**src/rtl/fetch_unit_pkg.sv**
```systemverilog
// Shared types and constants for the instruction fetch unit: bus request and
// response structs, the decode-facing fetch word, the FSM state encoding and
// the instruction buffer entry layout.
package fetch_unit_pkg;

    // Reset value of the fetch program counter.
    localparam logic [63:0] PCINIT  = 64'h8000_0000;
    // Sequential fetch stride (one 32-bit instruction).
    localparam logic [63:0] PC_STEP = 64'd4;

    typedef struct packed {
        logic        valid;
        logic [63:0] addr;
    } ibus_req_t;

    typedef struct packed {
        logic        addr_ok;
        logic        data_ok;
        logic [31:0] data;
    } ibus_resp_t;

    typedef struct packed {
        logic [31:0] raw_instr;
        logic [63:0] pc;
        logic        is_bubble;
    } fetch_data_t;

    typedef enum logic [1:0] {
        FETCH   = 2'd0,
        DISCARD = 2'd1,
        HOLD    = 2'd2
    } fetch_state_t;

    // One captured instruction together with the address it came from.
    typedef struct packed {
        logic [31:0] instr;
        logic [63:0] pc;
    } buf_entry_t;

    // Sequential successor of a fetch address; wraps modulo 2^64.
    function automatic logic [63:0] next_pc(input logic [63:0] pc);
        return pc + PC_STEP;
    endfunction

endpackage

```
**src/rtl/fetch_buf.sv**
```systemverilog
// Small instruction buffer (1 or 2 entries) holding words fetched while decode
// is stalled. Entry 0 is always the head; a pop shifts the younger entry down,
// and a push may coincide with a pop.
module fetch_buf #(
    parameter int DEPTH = 1,
    parameter int WIDTH = 96,
    parameter int CNT_W = $clog2(DEPTH + 1)
) (
    input  logic             clk,
    input  logic             reset,
    input  logic             push,
    input  logic [WIDTH-1:0] push_data,
    input  logic             pop,
    input  logic             flush,
    output logic [WIDTH-1:0] head,
    output logic [CNT_W-1:0] count
);

    logic [CNT_W-1:0] count_reg;
    logic [CNT_W-1:0] count_next;
    logic [CNT_W-1:0] wr_idx;
    logic             do_push;
    logic             do_pop;
    logic [WIDTH-1:0] entry_val [DEPTH];

    // Pops of an empty buffer and pushes into a full one are ignored, except
    // that a full buffer accepts a push in the same cycle it is popped.
    assign do_pop  = pop & (count_reg != '0);
    assign do_push = push & ((count_reg != CNT_W'(DEPTH)) | do_pop);
    // The new word lands just behind the surviving entries.
    assign wr_idx  = do_pop ? (count_reg - CNT_W'(1)) : count_reg;

    genvar gi;
    generate
        for (gi = 0; gi < DEPTH; gi++) begin : g_entry
            logic [WIDTH-1:0] data_reg;
            logic [WIDTH-1:0] shifted;

            if (gi + 1 < DEPTH) begin : g_shift
                assign shifted = do_pop ? entry_val[gi + 1] : data_reg;
            end else begin : g_last
                assign shifted = data_reg;
            end

            // Entry storage: take the pushed word when addressed, else shift.
            always_ff @(posedge clk) begin
                if (do_push && (wr_idx == CNT_W'(gi))) begin
                    data_reg <= push_data;
                end else begin
                    data_reg <= shifted;
                end
            end

            assign entry_val[gi] = data_reg;
        end
    endgenerate

    // Occupancy update; flush empties the buffer regardless of push/pop.
    always_comb begin
        count_next = count_reg;
        if (flush) begin
            count_next = '0;
        end else if (do_push && !do_pop) begin
            count_next = count_reg + CNT_W'(1);
        end else if (do_pop && !do_push) begin
            count_next = count_reg - CNT_W'(1);
        end
    end

    // Occupancy register.
    always_ff @(posedge clk or posedge reset) begin
        if (reset) begin
            count_reg <= '0;
        end else begin
            count_reg <= count_next;
        end
    end

    assign head  = entry_val[0];
    assign count = count_reg;

endmodule

```
**src/rtl/fetch_unit.sv**
```systemverilog
// Instruction fetch unit: issues sequential fetches on the instruction bus,
// delivers one registered word per cycle to decode, parks words in fetch_buf
// while decode stalls, and follows taken-branch redirects (waiting out an
// in-flight request in DISCARD).
// Optional feature: define FETCH_PREFETCH_EN to keep fetching while held,
// using a 2-entry buffer so the word after the held one needs no new bus
// round trip once the stall releases.
module fetch_unit
    import fetch_unit_pkg::*;
(
    input  logic        clk,
    input  logic        reset,
    output ibus_req_t   ireq,
    input  ibus_resp_t  iresp,
    input  logic        stall,
    input  logic        redirect_valid,
    input  logic [63:0] redirect_pc,
    output fetch_data_t dataF
);

`ifdef FETCH_PREFETCH_EN
    localparam int BUF_DEPTH = 2;
`else
    localparam int BUF_DEPTH = 1;
`endif
    localparam int BUF_CNT_W = $clog2(BUF_DEPTH + 1);
    localparam int BUF_W     = $bits(buf_entry_t);

    fetch_state_t   state_reg;
    fetch_state_t   state_next;
    logic [63:0]    pc_reg;
    logic [63:0]    pc_next;
    logic [63:0]    target_reg;
    logic [63:0]    target_next;
    fetch_data_t    data_f_reg;
    fetch_data_t    data_f_next;
    logic           req_en_reg;

    logic           req_valid;
    logic           accept;
    logic           redir;
    logic           buf_push;
    logic           buf_pop;
    logic           buf_flush;
    buf_entry_t     buf_din;
    logic [BUF_W-1:0]     buf_head;
    logic [BUF_CNT_W-1:0] buf_count;
    buf_entry_t     head_entry;
    logic           unused_addr_ok;

    // Address acceptance is not needed: the request stays up until data_ok.
    assign unused_addr_ok = iresp.addr_ok;

    assign redir      = redirect_valid & ~stall;
    assign accept     = req_valid & iresp.data_ok;
    assign head_entry = buf_head;
    assign buf_din    = '{instr: iresp.data, pc: pc_reg};

    fetch_buf #(
        .DEPTH (BUF_DEPTH),
        .WIDTH (BUF_W),
        .CNT_W (BUF_CNT_W)
    ) u_fetch_buf (
        .clk       (clk),
        .reset     (reset),
        .push      (buf_push),
        .push_data (buf_din),
        .pop       (buf_pop),
        .flush     (buf_flush),
        .head      (buf_head),
        .count     (buf_count)
    );

    // Bus request: always for pc_reg; DISCARD keeps the abandoned address up
    // until its data returns. Nothing is requested in the cycle reset is live.
    always_comb begin
        req_valid = 1'b0;
        case (state_reg)
            FETCH, DISCARD: req_valid = req_en_reg;
`ifdef FETCH_PREFETCH_EN
            HOLD:           req_valid = req_en_reg & (buf_count != BUF_CNT_W'(BUF_DEPTH));
`else
            HOLD:           req_valid = 1'b0;
`endif
            default:        req_valid = 1'b0;
        endcase
    end

    assign ireq  = '{valid: req_valid, addr: pc_reg};
    assign dataF = data_f_reg;

    // Next-state, pc and decode-word selection.
    always_comb begin
        state_next  = state_reg;
        pc_next     = pc_reg;
        target_next = target_reg;
        data_f_next = data_f_reg;
        buf_push    = 1'b0;
        buf_pop     = 1'b0;
        buf_flush   = 1'b0;

        // Decode consumed the last word and nothing new arrives: bubble.
        // A stalled decode keeps seeing the same word.
        if (!stall) begin
            data_f_next.is_bubble = 1'b1;
        end

        case (state_reg)
            FETCH: begin
                if (redir) begin
                    if (req_valid && !iresp.data_ok) begin
                        target_next = redirect_pc;
                        state_next  = DISCARD;
                    end else begin
                        pc_next = redirect_pc;
                    end
                end else if (accept) begin
                    pc_next = next_pc(pc_reg);
                    if (stall) begin
                        buf_push   = 1'b1;
                        state_next = HOLD;
                    end else begin
                        data_f_next = '{raw_instr: iresp.data, pc: pc_reg, is_bubble: 1'b0};
                    end
                end
            end

            DISCARD: begin
                if (accept) begin
                    pc_next    = redir ? redirect_pc : target_reg;
                    state_next = FETCH;
                end else if (redir) begin
                    target_next = redirect_pc;
                end
            end

            HOLD: begin
                if (redir) begin
                    buf_flush = 1'b1;
                    if (req_valid && !iresp.data_ok) begin
                        target_next = redirect_pc;
                        state_next  = DISCARD;
                    end else begin
                        pc_next    = redirect_pc;
                        state_next = FETCH;
                    end
                end else begin
                    // Only a prefetching build can see data while holding.
                    if (accept) begin
                        buf_push = 1'b1;
                        pc_next  = next_pc(pc_reg);
                    end
                    if (!stall) begin
                        data_f_next = '{raw_instr: head_entry.instr,
                                        pc:        head_entry.pc,
                                        is_bubble: 1'b0};
                        buf_pop     = 1'b1;
                        if ((buf_count == BUF_CNT_W'(1)) && !accept) begin
                            state_next = FETCH;
                        end
                    end
                end
            end

            default: begin
                state_next = FETCH;
            end
        endcase
    end

    // State, pc and decode-word registers; reset drops any outstanding request.
    always_ff @(posedge clk or posedge reset) begin
        if (reset) begin
            state_reg  <= FETCH;
            pc_reg     <= PCINIT;
            target_reg <= PCINIT;
            data_f_reg <= '{raw_instr: 32'd0, pc: 64'd0, is_bubble: 1'b1};
            req_en_reg <= 1'b0;
        end else begin
            state_reg  <= state_next;
            pc_reg     <= pc_next;
            target_reg <= target_next;
            data_f_reg <= data_f_next;
            req_en_reg <= 1'b1;
        end
    end

endmodule

```
**config.mk**
```make
export PLATFORM = sky130hd
export DESIGN_NAME = fetch_unit
export DESIGN_NICKNAME = d
export VERILOG_FILES = /design/src/rtl/fetch_unit_pkg.sv /design/src/rtl/fetch_buf.sv /design/src/rtl/fetch_unit.sv
export SDC_FILE = /design/constraint.sdc
export NUM_CORES = 1
export LEC_CHECK = 0
export BUFFER_PORTS_ARGS = -buffer_cell sky130_fd_sc_hd__buf_2
export CORE_AREA = 2 2 166 168
export CTS_CLUSTER_SIZE = 16
export DETAILED_ROUTE_END_ITERATION = 12
export DIE_AREA = 0 0 168 170
export PLACE_DENSITY = 0.85
export SLEW_MARGIN = 20
export SYNTH_ARGS = -nofsm -noshare
export SYNTH_HDL_FRONTEND = slang
export SYNTH_HIERARCHICAL = 1
export SYNTH_SLANG_ARGS = --single-unit
export TNS_END_PERCENT = 5
```
**constraint.sdc**
```tcl
create_clock -name clk -period 7.9 [get_ports clk]
set_clock_uncertainty 0.1 [all_clocks]
set_input_delay 0.79 -clock clk [delete_from_list [all_inputs] [get_ports clk]]
set_output_delay 0.79 -clock clk [all_outputs]
set_load 0.01 [all_outputs]
```
After elaboration in Yosys (flattened, before gate mapping)
Index checks and enable logic that the tools add are counted.
{"block": "op_classes", "add_sub_neg": 3, "n_eq_ne": 18, "mux": 43, "bitwise_logic": 8, "reduce_logical": 19}
{"cell": "two-way mux 64 bit", "count": 8}
{"cell": "two-way mux 97 bit", "count": 5}
{"cell": "case mux 64 bit (2 select lines)", "count": 2}
{"cell": "case mux 97 bit (2 select lines)", "count": 1}
{"cell": "adder 64 x 3 -> 64 bit (second input constant)", "count": 1}
{"cell": "inequality test 3 bit (second input constant)", "count": 6}
{"cell": "two-way mux 1 bit", "count": 17}
{"cell": "two-way mux 2 bit", "count": 8}
{"cell": "inequality test 2 bit (second input constant)", "count": 7}
{"cell": "AND reduction 6 bit", "count": 2}
{"cell": "AND reduction 4 bit", "count": 2}
{"cell": "case mux 2 bit (3 select lines)", "count": 1}
{"cell": "logical AND 1 bit", "count": 5}
{"cell": "AND 1 bit", "count": 4}
{"cell": "logical NOT 1 bit", "count": 4}
{"cell": "inequality test 2 x 1 -> 1 bit (second input constant)", "count": 2}
{"cell": "nonzero test 2 bit", "count": 2}
{"cell": "OR reduction 2 bit", "count": 2}
{"cell": "inequality test 3 x 1 -> 1 bit (second input constant)", "count": 1}
{"cell": "inverter 1 bit", "count": 3}
{"cell": "nonzero test 3 bit", "count": 1}
{"cell": "== test 2 x 1 -> 1 bit (second input constant)", "count": 1}
{"cell": "== test 2 bit (second input constant)", "count": 1}
{"cell": "logical NOT 2 bit", "count": 1}
{"cell": "4 further kinds", "count": 4}
{"block": "word_totals", "ff_bits": 325, "in_bits": 102, "out_inout_bits": 162}

Depth between registers and ports, before layout
{"block": "depth", "ltp_word": 13, "ltp_mapped": 8, "mapped_depth_nobuf": 6}

By module
Netlist, hierarchy kept.
{"mod": "fetch_unit", "instances": 1, "cells_each": 1372, "area_each_um2": 11895.2}
{"mod": "fetch_buf", "instances": 1, "cells_each": 102, "area_each_um2": 2946.6}

Worst setup path after synthesis
OpenSTA, ideal clock, no wires.
{"block": "synth_path", "path_type": "input -> register", "from": "in stall", "to": "reg u_fetch_buf.g_entry[0].data_reg[0] (netlist: u_fetch_buf/head[0]), enable pin", "setup_ns": 0.388, "arrival_time_ns": 2.282, "setup_slack_ns": 5.130, "cell_stages": 6, "path_cell_list": "nor3_1 > nand2_1 > buf_1 > inv_1 > nand2b_4 > and2_4"}
{"block": "synth_between", "elab_chain_len": 8, "word_cells_on_any_way": 16, "cone_classes": "9 x mux; 6 x bitwise; 1 x reduce/logical"}
{"element": "from (decl)", "line": "fetch_unit.sv:15", "rtl": "input logic stall,"}
{"element": "inverter 1 bit", "line": "fetch_unit.sv:54", "rtl": "assign redir = redirect_valid & ~stall;"}
{"element": "AND 1 bit", "line": "fetch_unit.sv:54"}
{"element": "two-way mux 1 bit (*)", "line": "fetch_unit.sv:138", "rtl": "if (redir) begin"}
{"element": "two-way mux 1 bit (*)", "line": "fetch_unit.sv:108", "rtl": "case (state_reg)"}
{"element": "named net buf_pop", "line": "fetch_unit.sv:43", "rtl": "logic buf_pop;"}
{"element": "AND 1 bit (*)", "line": "fetch_buf.sv:28", "rtl": "assign do_pop = pop & (count_reg != '0);"}
{"element": "bitwise OR 1 bit / two-way mux 1 bit (equally long branches)", "line": "fetch_buf.sv:29, fetch_buf.sv:31"}
{"element": "AND 1 bit / inverter 1 bit (equally long branches)", "line": "fetch_buf.sv:29, fetch_buf.sv:47"}
{"element": "logical AND 1 bit (*)", "line": "fetch_buf.sv:47", "rtl": "if (do_push && (wr_idx == CNT_W'(gi))) begin"}
{"element": "to (signal assigned)", "line": "fetch_buf.sv:48", "rtl": "data_reg <= push_data;"}
{"element": "to (signal assigned)", "line": "fetch_buf.sv:50", "rtl": "data_reg <= shifted;"}
{"element": "to (decl)", "line": "fetch_buf.sv:36", "rtl": "logic [WIDTH-1:0] data_reg;"}
The timed path passes the listed nets; every way through them passes the cells marked *.
A chain may end at the register's enable or synchronous reset.

Final worst setup path
{"block": "layout_path", "from": "in stall", "to": "reg u_fetch_buf.g_entry[0].data_reg[50] (netlist: u_fetch_buf/head[50]), enable pin"}
The elaborated chain is that of the path after synthesis.

==> flow_summary.toml <==
[synthesis]
synthFlopType = "dfrtp_1"
synth_nets = 1577
synth_seq_cells = 325
synth_cells = 1474
synth_top_area_cell = "dfrtp_1"
syn_area_sq_um = 14800
ys_top_cells_by_area = "dfrtp_1 38%, edfxtp_1 19%, a21oi_1 5.8%, o21ai_0 5.1%, mux2_2 5.1%"
synth-seq-area-share = 0.581
synth_cell_types = 62
async_reset_ff_frac = 0.705
yosys_warnings = 6
synth_edf_count = 96
avgSynthCellArea_sq_um = 10.1
synth_top_area_share = 0.381

[global_routing]
antenna_found_initial = 15
grt_pass1_vias = 12600
grt_max_degree = 103
grt-ovfl-total = 0
grt_pass1_wl_um = 67700
grt_use_total = 0.298

[floorplanning]
fp.dieW_um = 168
start_util = 0.557
io_pins = 264
core_region_area_sq_um = 26700
dieArea_sq_um = 28600
placementRows = 60
die_y_um = 170

[worst_setup_path]
rrSetupSlack_ns = 4.11
start_kind = "input pin"
arrival_ns = 3.87
r2r_start = "state_reg[0]"
worstPathMaxFanout = 98
required_ns = 7.94
endpoint_kind = "register"
critical_path.startpoint = "stall"
path_class = "in2reg"

[clocking]
clk-insertion-delay-late_ns = 0.53
clk_path_buf_depth = 3
postCtsSetupBuffers = 0
ctsRootBufferMaster = "clkbuf_16"
ctsHoldBuffers = 0
clock-sinks = 325
cts_tree = "built"
ctsResizeCount = 0
ctsHtreeMaxLevel = 2
numCtsBuffers = 37
path_clk_slew_ns = 0.06

[sta]
max-slew-margin-rel = 0.287
finalSetupViolCount = 0
slew_viol_final = 0
holdWs_ns = 0.0477
worst_pin_slew_ns = 1.07
final.min_clock_period_ns = 3.83
rsz0062_at_grt = "false"
fin_setup_tns_ns = 0
finalHoldViolCount = 0
fmax_mhz = 261
setup_slack_ns = 4.07
final.period_utilization = 0.484

[pwr]
p_per_area_nw_per_um2 = 323
p_leak_nw = 7.24
peakVddDrop_mv = 0.289
finalPower_mw = 5.73

[cells_and_area]
fin_nets = 1781
final-seq-area_sq_um = 8620
drive_gt1_frac = 0.251
n_fill_cell = 2019
largest_reg_flops = 97
fin_cells = 2061
fin_util = 0.664
multi_input_area_sq_um = 5790
final_cell_mix = "262 x buf_2, 224 x dfrtp_1, 177 x nand2_1"
postLayoutCellArea_sq_um = 17700
mostFrequentLayoutCell = "buf_2"
area_growth_pct = 19.3

[placement]
place.gp.congestion = 0.888
dp.cells = 1979
numPortBuffers = 262
place_worst_setup_slack_ns = 3.54
hpwl_um = 26200
dpl_cell_area_sq_um = 16300

[route]
remaining_drc_errors = 0
drt_iter0_drc = 1557
routed_wire_length_per_instance_um = 20.8
ant_nets = 0
num_vias = 12900
dr.pass1.iters = 5
vias_per_cell = 6.27
wl_um = 42900

[outcome]
status = "finished, final reports clean"

[hold_path]
min_path_type = "in2async"

[run]
maxCapViolCount = 0
## layer usage
layer  GRT usage  routed length [um]
met5           0                  43
met2       0.481               20400
met1       0.383               16900
met4       0.138                1750
met3      0.0735                3830
## power breakdown
part	internal (mW)	switching [mW]	leakage, nW
clock network	1.14	0.685	0.649
registers	2.18	0.435	3.50
logic	0.546	0.736	3.09
## logic make-up (layout without fill, tap and decap cells)
kind of cell,after synthesis,after routing,share of synthesized area
DFF,325,325,0.581
other,1,14,0.000253
AOI/OAI and AO/OA,421,421,0.163
buffers and inverters,133,366,0.0342
adders and majority gates,1,1,0.000843
muxes,69,69,0.0522
and+or+nand+nor,524,524,0.169
## layout make-up
type / instances / area share
multi-input combinational: 1016 / 0.327
tap: 341 / 0.0241
clock inverter: 19 / 0.0138
timing repair buffer: 277 / 0.0813
inverter: 21 / 0.00488
sequential: 325 / 0.487
antenna: 13 / 0.00184
clock buffer: 49 / 0.0601
## critical path, stage by stage
cell and delay, ns:
buf_2 0.16, nor3_1 0.53, nand2_4 0.69, inv_1 0.19
nand2b_4 0.15, and2_4 0.56, buf_4 0.70
## worst paths after layout
| kind | endpoint | cells after the start |
|---|---|---|
| setup / recovery | u_fetch_buf/head[50] | 7 |
| min in group clk | u_fetch_buf/head[91] | 1 |
| hold / removal | u_fetch_buf/count | 2 |
| max in group asynchronous | dataF[37] | 3 |
| hold reg to reg | dataF[0] | 2 |
| setup reg to reg | u_fetch_buf/head[50] | 6 |
## Yosys cell counts, types with 7 or more instances
cell type and count:
a21oi_1 171, a221oi_1 7, and3_1 43, buf_1 9, clkbuf_1 98, dfrtp_1 226, edfxtp_1 96, inv_1 21
mux2_2 67, nand2_1 180, nand3_1 56, nand4_1 35, nor2_1 123, nor3_1 20, nor4_1 18, o211ai_1 7
o21ai_0 151, o22ai_1 14, o311ai_0 9, o31a_1 8, o31ai_1 7, or4_1 11
No activity file was read; power rests on OpenSTA's default activity.
